**src/rtl/reg_access_arbiter.sv**
```systemverilog
// Round-robin arbiter sharing one register among N_REQ requesters (IDLE/XFER/ACK).
// Define REG_ARB_FIXED_PRIO_EN for fixed priority (lowest index wins, no pointer).
module reg_access_arbiter #(
  parameter int N_REQ = 4,
  parameter int DW    = 16
) (
  input  logic                clk,
  input  logic                rst,
  input  logic [N_REQ-1:0]    req,
  input  logic [N_REQ-1:0]    wr,
  input  logic [N_REQ*DW-1:0] wdata,
  output logic [N_REQ-1:0]    gnt,
  output logic [DW-1:0]       rdata,
  output logic                busy,
  output logic [DW-1:0]       reg_din,
  output logic                reg_we,
  input  logic [DW-1:0]       reg_dout
);

  localparam int IW = (N_REQ > 1) ? $clog2(N_REQ) : 1;

  localparam logic [1:0] S_IDLE = 2'd0;
  localparam logic [1:0] S_XFER = 2'd1;
  localparam logic [1:0] S_ACK  = 2'd2;

  logic [1:0]       state_q,   state_d;
  logic [IW-1:0]    win_q,     win_d;
  logic             wr_q,      wr_d;
  logic [N_REQ-1:0] gnt_q,     gnt_d;
  logic [DW-1:0]    rdata_q,   rdata_d;
  logic             busy_q,    busy_d;
  logic [DW-1:0]    reg_din_q, reg_din_d;
  logic             reg_we_q,  reg_we_d;

  logic [IW-1:0]    ptr_s;
  logic [IW-1:0]    win_s;
  logic [IW-1:0]    idx_s;
  logic             found_s;

`ifdef REG_ARB_FIXED_PRIO_EN
  assign ptr_s = '0;
`else
  logic [IW-1:0] ptr_q, ptr_d;

  always_comb begin
    ptr_d = ptr_q;
    if (state_q == S_ACK) begin
      ptr_d = (int'(win_q) == N_REQ - 1) ? '0 : win_q + IW'(1);
    end else begin
      ptr_d = ptr_q;
    end
  end

  always_ff @(posedge clk) begin
    if (!rst) begin
      ptr_q <= '0;
    end else begin
      ptr_q <= ptr_d;
    end
  end

  assign ptr_s = ptr_q;
`endif

  // First set request scanning upward from the pointer, wrapping around.
  always_comb begin
    win_s   = '0;
    found_s = 1'b0;
    idx_s   = '0;
    for (int k = 0; k < N_REQ; k++) begin
      idx_s = IW'((int'(ptr_s) + k) % N_REQ);
      if (!found_s && req[idx_s]) begin
        found_s = 1'b1;
        win_s   = idx_s;
      end
    end
  end

  always_comb begin
    state_d   = state_q;
    win_d     = win_q;
    wr_d      = wr_q;
    gnt_d     = '0;
    rdata_d   = rdata_q;
    reg_din_d = reg_din_q;
    reg_we_d  = 1'b0;
    case (state_q)
      S_IDLE: begin
        if (found_s) begin
          state_d  = S_XFER;
          win_d    = win_s;
          wr_d     = wr[win_s];
          reg_we_d = wr[win_s];
          if (wr[win_s]) begin
            reg_din_d = wdata[DW*int'(win_s) +: DW];
          end else begin
            reg_din_d = reg_din_q;
          end
        end else begin
          state_d = S_IDLE;
        end
      end
      S_XFER: begin
        state_d        = S_ACK;
        gnt_d[win_q]   = 1'b1;
        // The register only updates at this edge, so a write reports its own data.
        rdata_d        = wr_q ? reg_din_q : reg_dout;
      end
      S_ACK: begin
        state_d = S_IDLE;
      end
      default: begin
        state_d = S_IDLE;
      end
    endcase
    busy_d = (state_d != S_IDLE);
  end

  always_ff @(posedge clk) begin
    if (!rst) begin
      state_q   <= S_IDLE;
      win_q     <= '0;
      wr_q      <= 1'b0;
      gnt_q     <= '0;
      rdata_q   <= '0;
      busy_q    <= 1'b0;
      reg_din_q <= '0;
      reg_we_q  <= 1'b0;
    end else begin
      state_q   <= state_d;
      win_q     <= win_d;
      wr_q      <= wr_d;
      gnt_q     <= gnt_d;
      rdata_q   <= rdata_d;
      busy_q    <= busy_d;
      reg_din_q <= reg_din_d;
      reg_we_q  <= reg_we_d;
    end
  end

  assign gnt     = gnt_q;
  assign rdata   = rdata_q;
  assign busy    = busy_q;
  assign reg_din = reg_din_q;
  assign reg_we  = reg_we_q;

endmodule

```
**config.mk**
```make
export PLATFORM = sky130hd
export DESIGN_NAME = reg_access_arbiter
export DESIGN_NICKNAME = d
export VERILOG_FILES = /design/src/rtl/reg_access_arbiter.sv
export SDC_FILE = /design/constraint.sdc
export NUM_CORES = 1
export LEC_CHECK = 0
export CORE_ASPECT_RATIO = 1.1
export CORE_UTILIZATION = 45
export CTS_CLUSTER_DIAMETER = 100
export DETAILED_ROUTE_END_ITERATION = 6
export PLACE_DENSITY = 0.93
export SLEW_MARGIN = 30
export SYNTH_ARGS = -nofsm -noshare
export SYNTH_HDL_FRONTEND = slang
export SYNTH_SLANG_ARGS = --single-unit
export TNS_END_PERCENT = 5
```
**constraint.sdc**
```tcl
create_clock -name clk -period 5.3 [get_ports clk]
set_input_delay 0.795 -clock clk [delete_from_list [all_inputs] [get_ports clk]]
set_output_delay 0.795 -clock clk [all_outputs]
set_load 0.01 [all_outputs]
```
==> impl_results.md <==
- Routed WL: 7800 µm
- CP endpoint kind: flip-flop
- Worst Skew: 5.85 ps
- Nature of the critical path startpoint: primary input
- Starting density of the core: 46.7%
- Busiest grt layer: met2
- Global-route wire length before repair: 12000 µm
- Post-Synth Adder-Cell Area: under 10%
- Number of enable flip-flop cells after synthesis: 0
- Share of the synthesized area in the top cell type: 33.5%
- DRC errors left: 0
- # port buffers: approximately 130
- Die W: ~76 µm
- RSZ-0062 raised after global routing: false
- M1 GR Usage: between 30% and 40%
- CTS tree: done
- Multiplexer share of the synthesized area: 6.69%
- Worst skew pair latency: 290 ps
- # nets final: 490
- Post-Syn Instances: 289
- Setup bufs post-CTS: 0
- Vias in the first global route: 2473
- Share of post-route cells with drive strength above 1: 10.3%
- Resized Gates After CTS: 0
- Post-layout power: 0.00100 W
- IR drop worst, VDD: about 150 µV
- Worst EP arrival: roughly 3700 ps
- Number of H-tree levels: 2
- CP Max Fanout: 33
- Setup violations, final: 0
- Fin cells: 474
- Clock sink count: 45
- Register bit total from synthesis: 45
- Multi-input gate area: 1620 µm²
- Area of the die: about 6300 µm²
- Post-layout util: 69.9%
- Relative slew margins: 35.5%
- Fmax: 291 MHz
- Row cnt: 29
- DP HPWL: approximately 5700 µm
- Post-DR wirelength/cell: 16.4 µm
- Worst EP required: about 5500 ps
- Drt pass-1 iters: 4
- Outcome: completed
- Worst Hold Class: reg2reg
- Register area: 901 µm²
- Antenna cells: 0
- Setup Total Neg Slack: 0 ps
- Ports: 128
- Simple-Gate Fraction of Synth Area: 12.7%
- Area Overhead vs Synth: 49.7%
- Remaining antenna violation count: 0
- Ranking of synthesized cells by area: dfxtp_1 (33%), a211oi_1 (13%), a21boi_0 (8.6%), mux2i_1 (6.7%), a211o_1 (5.2%)
- Sequential share of the synthesized area: 33.5%
- Post-synth top cells: a211oi_1 (48), dfxtp_1 (45), a21boi_0 (31), nor2_1 (23), mux2i_1 (18)
- Via count: 2722
- Slew @ Worst Pin: 963 ps
- Vias per cell: about 5.7
- Initial antenna violation count: 0
- Mapped Avg Cell Area: 9.32 µm²
- Hold_ws: about 500 ps
- Gr usage total: 24.9%
- Synth Area in XOR/XNOR: 0%
- Synth Flop Type: dfxtp_1
- Initial drt markers: 110
- Root buffer cell: clkbuf_8
- Largest family of logic cells by synthesized area: compound AO/OA/AOI/OAI gates
- FFs w/ async S/R, synth: 0%
- Critical path class: in2reg
- PwrDens: about 250 nW/µm²
- M3 GR Usage: 4.37%
- Clock transition at path regs: approximately 80 ps
- Leading area contributor after synthesis: dfxtp_1
- Max-slew violation count: 0
- YS warnings: 0
- Die Y: 83.1 µm
- Total gr overflow: 0
- GP Congestion: 0.862
- Post-Syn Area: 2690 µm²
- Min Tclk post-route: between 3000 and 4000 ps
- Leak: 1.39 nW
- GRT met2 Usage: 41.4%
- Fill count: 436
- Final hold violations: 0
- Hold_buf cts: 0
- Period utilization: 64.9%
- Syn_nets: 383
- Placed Cells: 466
- Clk buf depth: 2
- Cell with the most instances after synthesis: a211oi_1
- TritonCTS Buffers: 5
- Core Area: 5770 µm²
- Largest net degree at the start of global routing: 38
- MaxCap Viol Count: 0
- Number of library cell types mapped by synthesis: 45
- Synth Area in Compound Gates: 38.2%
==> layer usage <==
metal  share of wire, %  up-vias  wire [µm]
li1                   -     1304          -
met2                 50      118       3870
met4                2.3        0        183
met5                  0        -          0
met1                 41     1283       3230
met3                6.6       17        515
==> logic make-up after synthesis <==
kind of cell / Yosys count
flip-flops: 45
adder cells (fa/ha/maj): 4
AO/OA/AOI/OAI: 129
buffers and inverters: 33
AND/OR/NAND/NOR: 60
multiplexers: 18
==> cell type report <==
class                   count  area share (%)
clock buffers               7            2.14
clock inverters             1           0.745
inverters                   6           0.559
multi-input cells         211            40.3
flip-flops and latches     45            22.4
well taps                  77            2.39
repair buffers            127            31.5
==> final timing paths <==
path / startpoint / to / slack (ps) / cells after the start
setup / recovery: req[1] / reg_din[3] / 1860 / 7
hold / removal: rdata[0] / rdata[0] / 500 / 2
hold reg to reg: rdata[0] / rdata[0] / 500 / 2
setup reg to reg: ptr_q[1] / reg_din[3] / 2550 / 5
==> layout by cell type (no fill, tap or decap), types with 2 or more instances in the layout <==
cell type / count
a21oi_2: 9
ha_1: 4
nor2b_1: 3
nor2_1: 22
and3_1: 4
nor2b_4: 2
mux2i_1: 18
a21oi_1: 9
a211oi_1: 48
inv_1: 5
clkdlybuf4s50_1: 127
nand2_1: 4
dfxtp_1: 45
nand3_2: 9
nand3_1: 9
a211o_2: 3
clkbuf_8: 6
a211o_1: 16
a21boi_0: 31
==> through the flow <==
stage,worst slack [ps],instance area (µm²)
after floorplan,2950,2690
after detailed placement,1570,3910
after global placement,1750,3900
final,1860,4030
after CTS,1800,4020
after global routing,1680,4030
==> registers in the layout, indices dropped and copies added (netlist names) <==
signal and flops:
busy 1, gnt 4, ptr_q 2, rdata 16, reg_din 16, reg_we 1
state_q 2, win_q 2, wr_q 1
==> critical path, stage by stage <==
cell and delay (ps):
clkdlybuf4s50_1 590, nor2b_1 130, o21ba_1 240, a211oi_4 780
o211ai_4 520, a211o_1 420, a21oi_1 170
==> where the power goes <==
group          switching [W]  leakage [nW]  internal (W)  total, W
logic               0.000149         0.957      0.000182  0.000331
registers          0.0000359         0.369      0.000372  0.000408
clock network       0.000112        0.0585      0.000154  0.000266
Note: power is estimated with default switching activity, not from simulation.
